`config.mk`:
```
export PLATFORM = sky130hd
export DESIGN_NAME = ring_ctrl
export DESIGN_NICKNAME = d
export VERILOG_FILES = /design/src/rtl/ring_ctrl.sv
export SDC_FILE = /design/constraint.sdc
export NUM_CORES = 1
export LEC_CHECK = 0
export CAP_MARGIN = 0
export CORE_ASPECT_RATIO = 1.75
export CORE_MARGIN = 8
export CORE_UTILIZATION = 38
export DETAILED_ROUTE_END_ITERATION = 10
export PLACE_DENSITY = 0.83
export RECOVER_POWER = 25
export SYNTH_ARGS = -nofsm -noshare
export SYNTH_HDL_FRONTEND = slang
export SYNTH_SLANG_ARGS = --single-unit
```
`constraint.sdc`:
```
create_clock -name clk -period 1.85 [get_ports clk]
set_input_delay 0.4625 -clock clk [delete_from_list [all_inputs] [get_ports clk]]
set_output_delay 0.4625 -clock clk [all_outputs]
set_load 0.05 [all_outputs]
```
`src/rtl/ring_ctrl.sv`:
```
// Alarm / hourly-chime sequencer producing the 2-bit ring code for the buzzer driver.
// Optional snooze support is compiled in when the macro RING_SNOOZE_EN is defined.
module ring_ctrl #(
  parameter int CHIME_SECS  = 5,
  parameter int ALARM_SECS  = 60,
  parameter int SNOOZE_SECS = 300
) (
  input  logic       clk,
  input  logic       rst_n,
  input  logic       tick_1hz,
  input  logic [7:0] hour,
  input  logic [7:0] minute,
  input  logic [7:0] second,
  input  logic [7:0] alarm_hour,
  input  logic [7:0] alarm_min,
  input  logic       alarm_en,
  input  logic       stop,
`ifdef RING_SNOOZE_EN
  input  logic       snooze,
`endif
  output logic [1:0] ring,
  output logic       alarm_active,
  output logic       chime_active
);

  localparam int MAX_AC   = (ALARM_SECS > CHIME_SECS) ? ALARM_SECS : CHIME_SECS;
  localparam int MAX_SECS = (SNOOZE_SECS > MAX_AC) ? SNOOZE_SECS : MAX_AC;
  localparam int CNT_W    = $clog2(MAX_SECS) + 1;

  localparam logic [CNT_W-1:0] ALARM_LOAD  = CNT_W'(ALARM_SECS - 1);
  localparam logic [CNT_W-1:0] CHIME_LOAD  = CNT_W'(CHIME_SECS - 1);
`ifdef RING_SNOOZE_EN
  localparam logic [CNT_W-1:0] SNOOZE_LOAD = CNT_W'(SNOOZE_SECS - 1);
`endif

  localparam logic [1:0] RING_OFF  = 2'b00;
  localparam logic [1:0] RING_SLOW = 2'b01;
  localparam logic [1:0] RING_FAST = 2'b10;

  typedef enum logic [1:0] {
    IDLE  = 2'd0,
    CHIME = 2'd1,
    ALARM = 2'd2
`ifdef RING_SNOOZE_EN
    , SNOOZE = 2'd3
`endif
  } state_t;

  state_t           state, state_nxt;
  logic [CNT_W-1:0] cnt, cnt_nxt;
  logic             stop_q;
  logic             stop_rise;
  logic             alarm_hit;
  logic             chime_hit;
  logic             cnt_zero;
  logic [1:0]       ring_nxt;
  logic             alarm_active_nxt;
  logic             chime_active_nxt;
`ifdef RING_SNOOZE_EN
  logic             snooze_q;
  logic             snooze_rise;
`endif

  assign stop_rise = stop & ~stop_q;
`ifdef RING_SNOOZE_EN
  assign snooze_rise = snooze & ~snooze_q;
`endif

  // Time inputs only matter in tick cycles, so both hits are qualified by the tick.
  assign alarm_hit = tick_1hz && alarm_en && (hour == alarm_hour) &&
                     (minute == alarm_min) && (second == 8'h00);
  assign chime_hit = tick_1hz && (minute == 8'h59) && (second == 8'h55);
  assign cnt_zero  = (cnt == '0);

  // NOTE: every output of this block gets a default first so no path leaves one unassigned (no latch).
  always_comb begin
    state_nxt = state;
    cnt_nxt   = cnt;
    unique case (state)
      IDLE: begin
        if (alarm_hit) begin
          state_nxt = ALARM;
          cnt_nxt   = ALARM_LOAD;
        end else if (chime_hit) begin
          state_nxt = CHIME;
          cnt_nxt   = CHIME_LOAD;
        end
      end
      CHIME: begin
        // A stop press coinciding with the alarm minute must not swallow the alarm.
        if (alarm_hit) begin
          state_nxt = ALARM;
          cnt_nxt   = ALARM_LOAD;
        end else if (stop_rise) begin
          state_nxt = IDLE;
          cnt_nxt   = '0;
        end else if (tick_1hz) begin
          if (cnt_zero) state_nxt = IDLE;
          else          cnt_nxt   = cnt - 1'b1;
        end
      end
      ALARM: begin
        if (!alarm_en || stop_rise) begin
          state_nxt = IDLE;
          cnt_nxt   = '0;
`ifdef RING_SNOOZE_EN
        end else if (snooze_rise) begin
          state_nxt = SNOOZE;
          cnt_nxt   = SNOOZE_LOAD;
`endif
        end else if (tick_1hz) begin
          if (cnt_zero) begin
            state_nxt = IDLE;
          end else begin
            cnt_nxt = cnt - 1'b1;
          end
        end
      end
`ifdef RING_SNOOZE_EN
      SNOOZE: begin
        if (!alarm_en || stop_rise) begin
          state_nxt = IDLE;
          cnt_nxt   = '0;
        end else if (alarm_hit) begin
          state_nxt = ALARM;
          cnt_nxt   = ALARM_LOAD;
        end else if (tick_1hz) begin
          if (cnt_zero) begin
            state_nxt = ALARM;
            cnt_nxt   = ALARM_LOAD;
          end else begin
            cnt_nxt = cnt - 1'b1;
          end
        end
      end
`endif
      default: begin
        state_nxt = IDLE;
        cnt_nxt   = '0;
      end
    endcase

    ring_nxt         = RING_OFF;
    alarm_active_nxt = 1'b0;
    chime_active_nxt = 1'b0;
    unique case (state_nxt)
      CHIME: begin
        ring_nxt         = RING_SLOW;
        chime_active_nxt = 1'b1;
      end
      ALARM: begin
        ring_nxt         = RING_FAST;
        alarm_active_nxt = 1'b1;
      end
`ifdef RING_SNOOZE_EN
      SNOOZE: alarm_active_nxt = 1'b1;
`endif
      default: ring_nxt = RING_OFF;
    endcase
  end

  // NOTE: sequential state uses non-blocking assignments so all registers update together at the edge.
  always_ff @(posedge clk or negedge rst_n) begin
    if (!rst_n) begin
      state        <= IDLE;
      cnt          <= '0;
      stop_q       <= 1'b0;
      ring         <= RING_OFF;
      alarm_active <= 1'b0;
      chime_active <= 1'b0;
`ifdef RING_SNOOZE_EN
      snooze_q     <= 1'b0;
`endif
    end else begin
      state        <= state_nxt;
      cnt          <= cnt_nxt;
      stop_q       <= stop;
      ring         <= ring_nxt;
      alarm_active <= alarm_active_nxt;
      chime_active <= chime_active_nxt;
`ifdef RING_SNOOZE_EN
      snooze_q     <= snooze;
`endif
    end
  end

endmodule

```
==> results of run 1 <==
[metal layers]
layer / up-vias / track usage / share of wire / routed length [um]
li1: 688 / - / - / -
met1: 699 / 0.158 / 0.34 / 1550
met2: 91 / 0.335 / 0.54 / 2410
met3: 17 / 0.0408 / 0.069 / 310
met4: 0 / 0.108 / 0.051 / 229
met5: - / 0 / 0 / 0
[report_power, final]
group          internal, mW  switching [mW]
clock network         0.153           0.124
logic                 0.193           0.167
registers             0.341          0.0149
[state kept, by name (all words and copies together), names as in the netlist]
register      flops
ring              1
alarm_active      1
cnt              10
stop_q            1
state             2
[worst max-delay path, cell delays in order]
cell and delay (ns):
buf_6 0.09, nor2b_4 0.11, or4_4 0.47, or3_4 0.42
o21ai_4 0.24, buf_6 0.15, buf_6 0.09, o2bb2ai_2 0.05
a22o_1 0.19
[kinds of logic after synthesis]
group           after synthesis  synth area share
mux                           2            0.0174
flops                        15             0.327
buf+inv                       9            0.0360
compound gates               28             0.191
fa+ha+maj                     2            0.0218
simple gates                 60             0.292
xor+xnor                     15             0.115
[cell type report]
cell class | count | area share
clock buffer | 4 | 0.0210
inverter | 5 | 0.00873
multi-input combinational | 107 | 0.392
sequential | 15 | 0.175
tap | 28 | 0.0163
timing repair buffer | 97 | 0.388
[per-stage QoR]
step / cell area, um^2 / total power, mW / util / cells
after floorplan: 1150 / 0.484 / - / 131
after global placement: 1910 / 0.703 / 0.659 / 239
after detailed placement: 1910 / 0.716 / 0.659 / 239
after CTS: 2000 / 0.963 / 0.691 / 249
after global routing: 2150 / 1.04 / 0.742 / 256
final: 2150 / 0.992 / 0.742 / 256
[path summary, 6_finish.rpt]
path | start | slack [ns] | to
worst max-delay path | alarm_hour[5] | -0.28 | cnt[7]
worst min-delay path | cnt[8] | 0.53 | cnt[8]
worst max register to register | cnt[6] | -0.19 | cnt[4]
worst min register to register | cnt[8] | 0.53 | cnt[8]
max in group asynchronous | rst_n | 0.50 | cnt[5]
min in group asynchronous | rst_n | 0.82 | cnt[2]
[what timing repair did]
action | in CTS | in global routing
gates resized for setup | 55 | 28
pin swaps | 22 | 21
buffers inserted | 6 | 7
endpoints found under the setup margin | 14 | 14
hold buffers | 0 | 0
[cell usage in the layout (no fill, tap or decap), types with 5 or more instances in the layout]
master	netlist	final
a21oi_1	5	5
buf_4	2	42
buf_6	0	12
dfrtp_1	15	15
dlygate4sd2_1	0	31
nand2_1	8	8
nand4_1	9	9
nor2_1	13	11
nor3_1	6	5
xor2_1	12	12
==> out/qor.txt, run 1 <==
worst endpoint data arrival time: 2.27 ns
first-pass GRT wire length: 6940 um
top-area cell type share of the netlist area: 0.327
Yosys Warn Count: 0
FF/Latch Area: 375 um^2
GRT Util Overall: 0.174
Max Cap Violations: 0
largest net degree at the start of global routing: 16
register area share after synthesis: 0.327
count leader, synth: dfrtp_1
final hold slack: 0.526 ns
Setup WS post-layout: -0.281 ns
core area: 2900 um^2
clock root buffer: clkbuf_8
FF-to-FF path depth: 8
Worst Skew: 0.00482 ns
vias in the first global route: 1610
top_reg_cell synth: dfrtp_1
post-synthesis cell count: 131
drc violations: 0
Setup CP Type: input port to register
antenna cells: 0
Max Freq: 469 MHz
total CTS buffers: 3
I/O pin count: 49
ys async rst share: 1.00
Synth Cell Area: 1150 um^2
Worst Path Max Fanout: 4
worst hold stages: 2
DP Wirelength: 3340 um
clk_lat worst skew: 0.26 ns
Layout area overhead: 87.3%
setup TNS: -2.95 ns
Synth Area per Inst: 8.76 um^2
Post-Route WL: 4500 um
CTS max path bufs: 2
synth unique cells: 42
top post-synthesis cells by area: dfrtp_1, xor2_1, nand4_1
Final setup viols: 12
global placement routability congestion: 0.909
Via density: 5.84
peak supply drop: 0.506 mV
Congestion Overflow GR: 0
RSZ-0062 raised after global routing: true
Multi-input gate area: 842 um^2
die area: 5100 um^2
CTS tree: yes
Rel. slew slack: 0.434
fin nets: 276
Hold Fails Final Rpt: 0
Critical Path Sink Type: register
Die H: 88.7 um
CP Data Required Time: 1.99 ns
clk slew on worst S/H paths: 0.06 ns
initial drt markers: 50
DR vias: 1495
Starting Density: 0.396
Die Width: 57.5 um
Pleak: 1.09 nW
first drt pass iteration count: 4
layout cells sized above 1: 0.360
Core Rows: 26
pre-CTS setup slack: -0.788 ns
Routed wire per std cell: 17.6 um
violated checks: negative setup slack
final worst-path cycle share: 1.15
Slew Viols, Final: 0
worst min-delay path class: register to register
Sink Count: 15
syn nets: 178
Post-synth top cells: dfrtp_1, nor2_1, xor2_1
Critical Path Start Type: input port
pwr dens: 461 nW/um^2
# port buffers: 48
crit path time final: 2.13 ns
Layout fillers: 201
ANT nets after route: 0
antenna violations before repair: 0
Yosys top cell by area: dfrtp_1
EDFF count, synth: 0
#FFs+latches synth: 15
Least-Margin Pin Slew: 0.849 ns
CTS H-tree lvls: 1
status: complete, but fails checks
Power figures use the tool's default switching activity.
==> run 2, diff against run 1 <==
--- a/config.mk
+++ b/config.mk
@@ -7,9 +7,9 @@
 export LEC_CHECK = 0
 export CAP_MARGIN = 0
 export CORE_ASPECT_RATIO = 1.75
-export CORE_MARGIN = 8
 export CORE_UTILIZATION = 38
 export DETAILED_ROUTE_END_ITERATION = 10
+export MAX_ROUTING_LAYER = met4
 export PLACE_DENSITY = 0.83
 export RECOVER_POWER = 25
 export SYNTH_ARGS = -nofsm -noshare
==> out/qor.txt, run 2 (same netlist as run 1, synthesis figures left out) <==
Setup CP Type: input port to register (unchanged)
Comb power frac: 0.376 (was 0.362)
fin nets: 276 (unchanged)
clock share of power: 0.278 (was 0.279)
Reg with most FFs: cnt (unchanged)
Seq pwr share: 0.346 (was 0.359)
GRT Util Overall: 0.284 (was 0.174)
layout cells sized above 1: 0.395 (was 0.360)
Least-Margin Pin Slew: 0.883 ns (was 0.849 ns)
setup TNS: -2.03 ns (was -2.95 ns)
final hold slack: 0.541 ns (was 0.526 ns)
Largest stage delay, worst path: 0.47 ns (about the same)
clk_lat worst skew: 0.26 ns (about the same)
slowest stage cell, crit path: or4_4 (unchanged)
drc violations: 0 (unchanged)
first-pass GRT wire length: 6430 um (was 6940 um)
pwr dens: 468 nW/um^2 (was 461 nW/um^2)
I/O pin count: 49 (unchanged)
Starting Density: 0.396 (unchanged)
Hold Fails Final Rpt: 0 (unchanged)
final worst-path cycle share: 1.13 (was 1.15)
status: complete, but fails checks (unchanged)
Layout area overhead: 90.3% (was 87.3%)
CTS tree: yes (unchanged)
core area: 2900 um^2 (unchanged)
peak supply drop: 0.410 mV (was 0.506 mV)
Core Rows: 26 (unchanged)
pre-CTS setup slack: -0.796 ns (was -0.788 ns)
cts hold-fix bufs: 0 (unchanged)
Routed wire per std cell: 17.7 um (was 17.6 um)
first drt pass iteration count: 4 (unchanged)
HP Start: cnt[8] (unchanged)
Critical Path Start: alarm_hour[5] (unchanged)
Rel. slew slack: 0.411 (was 0.434)
Sw Share: 0.319 (was 0.308)
CP Data Required Time: 2.00 ns (was 1.99 ns)
Congestion Overflow GR: 0 (unchanged)
DR vias: 1514 (was 1495)
worst endpoint data arrival time: 2.23 ns (was 2.27 ns)
Post-Route WL: 4530 um (was 4500 um)
max reg flops: 10 (unchanged)
violated checks: negative setup slack (unchanged)
# port buffers: 48 (unchanged)
Max Cap Violations: 0 (unchanged)
CP cell instances: buf_6 -> nor2b_4 -> or4_4 -> or3_4 -> o21ai_4 -> buf_6 -> o21ai_4 -> a211o_1 (was buf_6 -> nor2b_4 -> or4_4 -> or3_4 -> o21ai_4 -> buf_6 -> buf_6 -> o2bb2ai_2 -> a22o_1)
total CTS buffers: 3 (unchanged)
most common cell after layout, fill and taps aside: buf_4 (unchanged)
CTS H-tree lvls: 1 (unchanged)
design area: 2180 um^2 (was 2150 um^2)
cell family with most CP delay: simple AND/OR/NAND/NOR gates (unchanged)
switching component of the power: 326 uW (was 305 uW)
worst min-delay path class: register to register (unchanged)
RSZ-0062 raised after global routing: true (unchanged)
global placement routability congestion: 0.902 (was 0.909)
clock root buffer: clkbuf_8 (unchanged)
overall power: 1.02 mW (was 992 uW)
Die H: 74.7 um (was 88.7 um)
Via density: 5.91 (was 5.84)
die area: 3250 um^2 (was 5100 um^2)
Sink Count: 15 (unchanged)
CTS max path bufs: 2 (unchanged)
fin util: 0.754 (was 0.742)
DP Wirelength: 3060 um (was 3340 um)
antenna violations before repair: 0 (unchanged)
clk slew on worst S/H paths: 0.07 ns (was 0.06 ns)
Top Registers: cnt (10), state (2) (unchanged)
Non-Filler Instances: 256 (unchanged)
Critical Path Sink Type: register (unchanged)
placed cell area: 1940 um^2 (was 1910 um^2)
Final setup viols: 12 (unchanged)
Worst R2R Start: cnt[7] (was cnt[6])
Worst Path Max Fanout: 5 (was 4)
antenna cells: 0 (unchanged)
Slew Viols, Final: 0 (unchanged)
P_int: 697 uW (was 687 uW)
Worst Skew: 0.00816 ns (was 0.00482 ns)
Pleak: 1.12 nW (was 1.09 nW)
Layout fillers: 199 (was 201)
CP Buf/Inv Count: 2 (was 3)
Critical Path Start Type: input port (unchanged)
ANT nets after route: 0 (unchanged)
crit path time final: 2.08 ns (was 2.13 ns)
vias in the first global route: 1551 (was 1610)
placed insts: 243 (was 239)
Setup WS post-layout: -0.232 ns (was -0.281 ns)
Die Width: 43.5 um (was 57.5 um)
largest net degree at the start of global routing: 16 (unchanged)
initial drt markers: 28 (was 50)
most frequent cells in the layout: buf_4, dlygate4sd2_1, dfrtp_1, xor2_1, nor2_1 (was buf_4, dlygate4sd2_1, dfrtp_1, xor2_1, buf_6)
Max Freq: 480 MHz (was 469 MHz)
-- run 2: cell types whose count changed in the layout (fill, tap and decap cells not counted), sizes merged --
| cell | before | now |
|---|---|---|
| dlygate4sd2 | 31 | 28 |
| clkdlybuf4s50 | 3 | 2 |
| dlymetal6s2s | 3 | 7 |
-- run 2: layout make-up --
| class | instances | area (um^2) | area share |
|---|---|---|---|
| multi-input combinational | 107 | 877 | 0.402 |
| timing repair buffer | 97 | 832 | 0.381 |
| sequential | 15 | 375 | 0.172 |
| clock buffer | 4 | 45.0 | 0.0206 |
| tap | 28 | 35.0 | 0.0160 |
| inverter | 5 | 18.8 | 0.00860 |
-- run 2: tightest hold or removal path: cells and delay by family, from the launching register on --
family | cells | cell delay (ns)
and+or+nand+nor | 1 | 0.06
DFF | 1 | 0.35
AOI/OAI and AO/OA | 1 | 0.09
-- run 2: power groups by stage --
stage / clock [mW] / sequential, mW / combinational (mW)
after floorplan: 0 / 0.359 / 0.125
after global placement: 0 / 0.357 / 0.350
after detailed placement: 0 / 0.357 / 0.358
after CTS: 0.278 / 0.351 / 0.338
after global routing: 0.295 / 0.355 / 0.410
final: 0.285 / 0.354 / 0.384
-- run 2: what timing repair did --
item | in CTS | in global routing
setup buffers | 4 | 6
hold endpoints to repair | 0 | 0
endpoints found under the setup margin | 14 | 14
pin swaps | 22 | 24
gates resized for setup | 52 | 37
-- run 2: path summary, 6_finish.rpt --
| path | depth (start not counted) | slack (ns) | end |
|---|---|---|---|
| max | 8 | -0.23 | cnt[1] |
| min | 2 | 0.54 | cnt[8] |
| max reg2reg | 8 | -0.20 | cnt[9] |
| min reg2reg | 2 | 0.54 | cnt[8] |
| max in group asynchronous | 2 | 0.47 | cnt[5] |
| min in group asynchronous | 2 | 0.83 | cnt[4] |
-- run 2: routing by layer --
layer,track usage,up-vias,part of all wire
li1,-,684,-
met1,0.222,708,0.32
met2,0.562,94,0.57
met3,0.0216,28,0.042
met4,0.233,0,0.067
met5,-,-,0
==> run 3, diff against run 2 <==
--- a/config.mk
+++ b/config.mk
@@ -12,6 +12,7 @@
 export MAX_ROUTING_LAYER = met4
 export PLACE_DENSITY = 0.83
 export RECOVER_POWER = 25
+export SLEW_MARGIN = 10
 export SYNTH_ARGS = -nofsm -noshare
 export SYNTH_HDL_FRONTEND = slang
 export SYNTH_SLANG_ARGS = --single-unit
==> results of run 3 <==
Same layout as run 2: the final DEF is identical, and so are final timing and power.
